File: config.mk
export PLATFORM = sky130hd
export DESIGN_NAME = wb_stage
export DESIGN_NICKNAME = d
export VERILOG_FILES = /design/src/rtl/wb_stage.sv
export SDC_FILE = /design/constraint.sdc
export NUM_CORES = 1
export LEC_CHECK = 0
export BUFFER_PORTS_ARGS = -buffer_cell sky130_fd_sc_hd__buf_2
export CAP_MARGIN = 20
export CORE_MARGIN = 10
export CORE_UTILIZATION = 37
export CTS_BUF_LIST = sky130_fd_sc_hd__clkbuf_8
export DETAILED_ROUTE_END_ITERATION = 6
export MAX_ROUTING_LAYER = met4
export PLACE_DENSITY_LB_ADDON = 0.3
export SLEW_MARGIN = 20
export SYNTH_ARGS = -nofsm -noshare
export SYNTH_HDL_FRONTEND = slang
export SYNTH_SLANG_ARGS = --single-unit
File: constraint.sdc
create_clock -name clk -period 2.8 [get_ports clk]
set_clock_uncertainty 0.2 [all_clocks]
set_input_delay 0.56 -clock clk [delete_from_list [all_inputs] [get_ports clk]]
set_output_delay 0.56 -clock clk [all_outputs]
set_load 0.01 [all_outputs]
File: src/rtl/wb_stage.sv
// Writeback stage: MEM->WB handshake, load response alignment/extension, register-file write port.
// Optional forwarding outputs enabled by defining WB_BYPASS_EN; otherwise all byp_* are tied low.
module wb_stage (
  input  logic        clk,
  input  logic        rst_n,
  input  logic        in_valid,
  output logic        in_ready,
  input  logic [4:0]  in_rd,
  input  logic        in_rd_we,
  input  logic [1:0]  in_wb_sel,
  input  logic [31:0] in_alu,
  input  logic [31:0] in_pc4,
  input  logic [2:0]  in_funct3,
  input  logic [1:0]  in_addr_lo,
  input  logic        mem_rvalid,
  input  logic [31:0] mem_rdata,
  input  logic        flush,
  output logic        rf_we,
  output logic [4:0]  rf_wn,
  output logic [31:0] rf_data,
  output logic        busy,
  output logic        err,
  output logic        byp_valid,
  output logic [4:0]  byp_rd,
  output logic [31:0] byp_data,
  output logic        byp_pend,
  output logic [4:0]  byp_pend_rd
);

  typedef enum logic [1:0] {IDLE, WAIT_LOAD, DRAIN, COMMIT} state_t;

  state_t      state;
  logic [4:0]  rd_q;
  logic        rd_we_q;
  logic [2:0]  funct3_q;
  logic [1:0]  addr_lo_q;

  logic        accept;
  logic [31:0] acc_data;
  logic [7:0]  lane_b;
  logic [15:0] lane_h;
  logic [31:0] ld_data;
  logic        ld_err;

  // rst_n gates in_ready so the stage never advertises space while held in reset
  assign in_ready = rst_n && !flush && ((state == IDLE) || (state == COMMIT));
  assign accept   = in_valid && in_ready;
  assign busy     = (state != IDLE);
  assign acc_data = (in_wb_sel == 2'd2) ? in_pc4 : in_alu;

  always_comb begin
    lane_b  = '0;
    lane_h  = addr_lo_q[1] ? mem_rdata[31:16] : mem_rdata[15:0];
    ld_data = mem_rdata;
    ld_err  = 1'b0;
    case (addr_lo_q)
      2'd0:    lane_b = mem_rdata[7:0];
      2'd1:    lane_b = mem_rdata[15:8];
      2'd2:    lane_b = mem_rdata[23:16];
      default: lane_b = mem_rdata[31:24];
    endcase
    case (funct3_q)
      3'd0: ld_data = {{24{lane_b[7]}}, lane_b};
      3'd4: ld_data = {24'd0, lane_b};
      3'd1: begin
        ld_data = {{16{lane_h[15]}}, lane_h};
        ld_err  = addr_lo_q[0];
      end
      3'd5: begin
        ld_data = {16'd0, lane_h};
        ld_err  = addr_lo_q[0];
      end
      3'd2:    ld_data = mem_rdata;
      default: begin
        ld_data = mem_rdata;
        ld_err  = 1'b1;
      end
    endcase
  end

  always_ff @(posedge clk or negedge rst_n) begin
    if (!rst_n) begin
      state     <= IDLE;
      rd_q      <= '0;
      rd_we_q   <= 1'b0;
      funct3_q  <= '0;
      addr_lo_q <= '0;
      rf_we     <= 1'b0;
      rf_wn     <= '0;
      rf_data   <= '0;
      err       <= 1'b0;
    end else begin
      rf_we <= 1'b0;
      case (state)
        IDLE, COMMIT: begin
          if (mem_rvalid)
            err <= 1'b1;
          if (accept) begin
            rd_q    <= in_rd;
            rd_we_q <= in_rd_we;
            if (in_wb_sel == 2'd1) begin
              funct3_q  <= in_funct3;
              addr_lo_q <= in_addr_lo;
              state     <= WAIT_LOAD;
            end else begin
              rf_we   <= in_rd_we && (in_rd != 5'd0);
              rf_wn   <= in_rd;
              rf_data <= acc_data;
              if (in_wb_sel == 2'd3)
                err <= 1'b1;
              state <= COMMIT;
            end
          end else begin
            state <= IDLE;
          end
        end
        WAIT_LOAD: begin
          // a response arriving together with flush is consumed here, so no DRAIN is needed
          if (flush) begin
            state <= mem_rvalid ? IDLE : DRAIN;
          end else if (mem_rvalid) begin
            rf_we   <= rd_we_q && (rd_q != 5'd0);
            rf_wn   <= rd_q;
            rf_data <= ld_data;
            if (ld_err)
              err <= 1'b1;
            state <= COMMIT;
          end
        end
        DRAIN: begin
          if (mem_rvalid)
            state <= IDLE;
        end
        default: state <= IDLE;
      endcase
    end
  end

`ifdef WB_BYPASS_EN
  assign byp_valid   = rf_we;
  assign byp_rd      = rf_wn;
  assign byp_data    = rf_data;
  assign byp_pend    = (state == WAIT_LOAD) && rd_we_q && (rd_q != 5'd0);
  assign byp_pend_rd = byp_pend ? rd_q : 5'd0;
`else
  assign byp_valid   = 1'b0;
  assign byp_rd      = '0;
  assign byp_data    = '0;
  assign byp_pend    = 1'b0;
  assign byp_pend_rd = '0;
`endif

endmodule

=== Yosys cells after proc, flatten, opt, wreduce, memory -nomap -nowiden ===
Cells that the tools add are included.

* Input bits: 114
* Flip-flop bits (word level): 52
* Logic and storage cells: 85

* Multiplexer cells: 35
* Equal/unequal tests: 19
* Reductions and logical operators: 22

{| class="wikitable"
|+ Operators with widths
! cell !! number
|-
| 32-bit 2-to-1 mux || 5
|-
| 32-bit one-hot mux with 4 select lines || 1
|-
| 32-bit one-hot mux with 2 select lines || 1
|-
| 8-bit one-hot mux with 3 select lines || 1
|-
| 5-bit 2-to-1 mux || 4
|-
| 16-bit 2-to-1 mux || 1
|-
| 2-bit 2-to-1 mux || 6
|-
| 2-bit != test (second input constant) || 6
|-
| 1-bit 2-to-1 mux || 11
|-
| 2-bit equality test (second input constant) || 5
|-
| 5-bit one-hot mux with 2 select lines || 1
|-
| 5-bit nonzero test || 2
|-
| 2-bit by 1-bit equality test with 1-bit output (second input constant) || 3
|-
| 3-bit equality test (second input constant) || 2
|-
| 1-bit one-hot mux with 2 select lines || 3
|-
| 2-bit one-hot mux with 3 select lines || 1
|-
| 1-bit logical AND || 5
|-
| 5-bit AND reduction || 1
|-
| 2-bit zero test || 2
|-
| 2-bit AND reduction || 2
|-
| 4-bit AND reduction || 1
|-
| 2-bit nonzero test || 2
|-
| 2-bit OR reduction || 2
|-
| 3-bit by 1-bit equality test with 1-bit output (second input constant) || 1
|-
| 7 further kinds || 7
|}

=== Logic depth before layout (Yosys ltp) ===
* Word-level depth: 7
* Depth in mapped cells: 9
* Depth with buffers taken out: 6

=== Worst setup path before layout ===
OpenSTA, ideal clock, no wires.

* Path type: reg-to-reg
* Start point: register state[0]
* End point: register rf_data[10]
* Arrival time: 1835 ps
* Clock period less this slack: 2161 ps
* Required time: 2474 ps
* Setup slack: 639 ps
* Buffers on the path: 3
* Cell stages (with the launch flop): 10
* Cell sequence: dfrtp_1 inv_1 ha_1 buf_2 nor2_1 or2_1 buf_2 nand2_2 buf_2 a221o_1

* Word-level cells in the longest chain between the ends: 6
* Elaborated cells on any way between the ends: 14
* Those cells by class: eq/ne: 6; mux: 1; reduce/logical: 7

{| class="wikitable"
|+ Ends and longest elaborated chain
! element !! RTL line !! RTL
|-
| start: declaration || 32 || <nowiki>state_t state;</nowiki>
|-
| start signal: assignment || 120 || <nowiki>state <= mem_rvalid ? IDLE : DRAIN;</nowiki>
|-
| 2-bit equality test or 2-bit zero test (tied branches) || 46, 94 ||
|-
| 1-bit logical OR || 46 || <nowiki>assign in_ready = rst_n && !flush && ((state == IDLE) || (state == COMMIT));</nowiki>
|-
| 1-bit logical AND || 46 ||
|-
| 1-bit logical AND || 47 || <nowiki>assign accept = in_valid && in_ready;</nowiki>
|-
| 2-bit != test (no line) || n/a ||
|-
| 5-bit AND reduction (no line) || n/a ||
|-
| end signal: assignment || 108 || <nowiki>rf_data <= acc_data;</nowiki>
|-
| end signal: assignment || 124 || <nowiki>rf_data <= ld_data;</nowiki>
|-
| end: declaration || 20 || <nowiki>output logic [31:0] rf_data,</nowiki>
|}

Several ways; a longest one is shown, not always the timed one.
A chain may end at the register's enable or synchronous reset.

=== Final worst setup path ===
* Start point: input rst_n
* End point: output in_ready

* Word-level cells in the longest chain between the ends: 2

{| class="wikitable"
|+ Ends and longest elaborated chain
! element !! RTL line !! RTL
|-
| start: declaration || 5 || <nowiki>input logic rst_n,</nowiki>
|-
| 1-bit logical AND (2 in a row) || 46 ||
|-
| end: declaration || 7 || <nowiki>output logic in_ready,</nowiki>
|}

Every way passes these cells.

==> reports/results.ini <==
[synthesis]
avgSynthCellArea_um2=9.04
synth-seq-area-share_pct=33.8
ys_top_cells_by_area=dfrtp_1, buf_4, nor3_1, mux2i_1, a32o_1
syn_area_um2=3850
netlist_instances=426
synth_async_sr_flop_share_pct=100
synth_area_leader_cell=dfrtp_1
synth_top_area_share_pct=33.8
synth_edf_count=0
synth-seq-cells=52
yosysUniqueCellTypes=57
ys_warn_count=0
synthFlopType=dfrtp_1

[sta]
setup_viol=0
finalCritPeriodShare_pct=89.5
fin_ws_ns=0.295
drv_slew=0
period_needed_ns=2.51
relSlewSlack_pct=57.0
worst-slew-pin-transition_ns=0.644
finalHoldViolCount=0
fin_setup_tns_ns=0
rsz0062_at_grt=no
fmax_mhz=399

[placed_design]
post_dp_cell_area_um2=4580
pre_cts_slack_ns=0.239
post-place-cells=693
io_buffer_count=154
place.gp.congestion=0.900
dp_hpwl_um=11100

[floorplan]
die_h_um=122
row_count=37
core_um2=10200
ioPinCount=199
die_w_um=122
start_util_pct=37.6
die-area_um2=14900

[final_layout]
final_util_pct=45.9
drive_gt1_share_pct=34.5
n_fill_cell=1071
finish.instance_area_um2=4700
final_cell_count_no_fill=704
nets=683
syn2layout_area_growth_pct=22.0

[pwr]
peakVddDrop_mv=0.493
cellPowerDensity_nw_per_um2=1020
leakage_uw=0.00221

[route]
drtIter0Drc=214
num_vias=3760
avgViaCountPerCell=5.34
postRouteWirelength_um=13700
drtAntennaViolNets=0
drc=0
wl_per_cell_um=19.4
drtPass1Iterations=4

[critical_path]
crit_arrival_ns=1.75
critical_path_required_ns=2.04
ff2ff_setup_slack_ns=0.39
r2r-start=state[0]$_DFFE_PN0P_
start_kind=primary input
cp-end-kind=output port
r2r-end=rf_data[14]$_DFFE_PN0P_
crit_type=primary input to output port
path_max_fanout=11
reg2regPathDepth=6

[global_route]
grt_pass1_wl_um=20900
antenna_found_initial=2
grtUsageTotal_pct=18.0
grt_max_degree=34
grt_pass1_vias=4014
grt_overflow=0

[min_path]
worstHoldPathCells=2
hp-class=primary input to flip-flop
hold_end=addr_lo_q[1]$_DFFE_PN0P_
hp-start=in_addr_lo[1]

[clock_tree]
cts-htree-levels=2
cts_tree=done
clk_path_buf_depth=2
path_clk_slew_ns=0.10
numCtsBuffers=5
cts-root-buf=clkbuf_8
clk_latency_ns=0.31
cts.sinks=52

[flow_run]
cap_violations=0

[run_status]
status=completed

worst max-delay path, stage by stage:
cell and delay, ns:
dlygate4sd3_1 0.52, buf_2 0.29, nor3b_1 0.21, buf_2 0.16
timing repair:
item | 4_1_cts | 5_1_grt
setup buffers | 0 | 0
resized for setup | 0 | 1
hold endpoints to repair | 6 | 0
hold buffers | 1 | 0
setup endpoints to repair | 0 | 1
layout by cell type, fill, tap and decap left out, types with 10 or more instances in the layout:
cell / synthesis / final
o21ai_1: 10 / 10
conb_1: 1 / 44
inv_1: 15 / 15
nand2_1: 15 / 15
a32o_1: 16 / 16
mux2i_1: 18 / 18
nor3_1: 58 / 58
dfrtp_1: 52 / 52
nand2b_1: 10 / 10
a211o_1: 16 / 16
nor2_1: 14 / 14
o21ai_0: 13 / 13
buf_2: 8 / 154
buf_4: 46 / 15
power breakdown:
| group | total [uW] | switching [uW] | internal, uW |
|---|---|---|---|
| Sequential | 1390 | 266 | 1120 |
| Combinational | 2930 | 1690 | 1240 |
| Clock | 455 | 272 | 183 |
| Total | 4770 | 2230 | 2550 |
synth_stat cells, types with 9 or more instances:
master and number:
nor3_1 58, dfrtp_1 52, buf_4 46, clkbuf_1 22, mux2i_1 18, a211o_1 16, a32o_1 16, inv_1 15
nand2_1 15, nor2_1 14, o21ai_0 13, nand2b_1 10, o21ai_1 10, a221o_1 9, nor2b_1 9
state kept, by name, indices dropped and copies added, names as in the netlist:
signal     count
funct3_q       3
rd_q           5
rf_we          1
rd_we_q        1
state          2
rf_data       32
err            1
rf_wn          5
addr_lo_q      2
area by class of cell:
| cell class | instances | area, um2 | share of cell area, % |
|---|---|---|---|
| multi-input combinational | 320 | 2160 | 45.9 |
| sequential | 52 | 1300 | 27.7 |
| timing repair buffer | 171 | 913 | 19.4 |
| tap | 136 | 170 | 3.62 |
| clock buffer | 5 | 68.8 | 1.46 |
| inverter | 15 | 56.3 | 1.20 |
| clock inverter | 3 | 26.3 | 0.559 |
| antenna | 2 | 5.00 | 0.107 |
per-stage QoR:
stage | power [uW] | hold WS, ns
2_1_floorplan | 3420 | 0.0644
3_3_place_gp | 4250 | 0.248
3_5_place_dp | 4340 | 0.260
4_1_cts | 4800 | 0.251
5_1_grt | 5210 | 0.253
6_report | 4770 | 0.259
how the worst max path moves through the flow:
stage                              start                       to
global route                       rst_n                 in_ready
floorplan           state[0]$_DFFE_PN0P_  rf_data[10]$_DFFE_PN0P_
detailed placement  state[0]$_DFFE_PN0P_  rf_data[14]$_DFFE_PN0P_
CTS                                rst_n  rf_data[14]$_DFFE_PN0P_
finish                             rst_n                 in_ready
global placement    state[0]$_DFFE_PN0P_  rf_data[15]$_DFFE_PN0P_
per-layer routing:
| layer | wire length (um) | GRT usage, % |
|---|---|---|
| met5 | 0 | - |
| met4 | 442 | 7.97 |
| met3 | 1080 | 3.28 |
| met2 | 6520 | 28.6 |
| met1 | 5620 | 21.7 |
kinds of logic after synthesis:
logic type | count (synthesis) | share of synthesized area (%)
multiplexers | 31 | 8.77
flip-flops | 52 | 33.8
other | 1 | 0.0974
AO/OA/AOI/OAI | 120 | 24.7
adder cells (fa/ha/maj) | 5 | 1.56
AND/OR/NAND/NOR | 120 | 16.3
buffers and inverters | 97 | 14.8
Note: power is estimated with default switching activity, not from simulation.
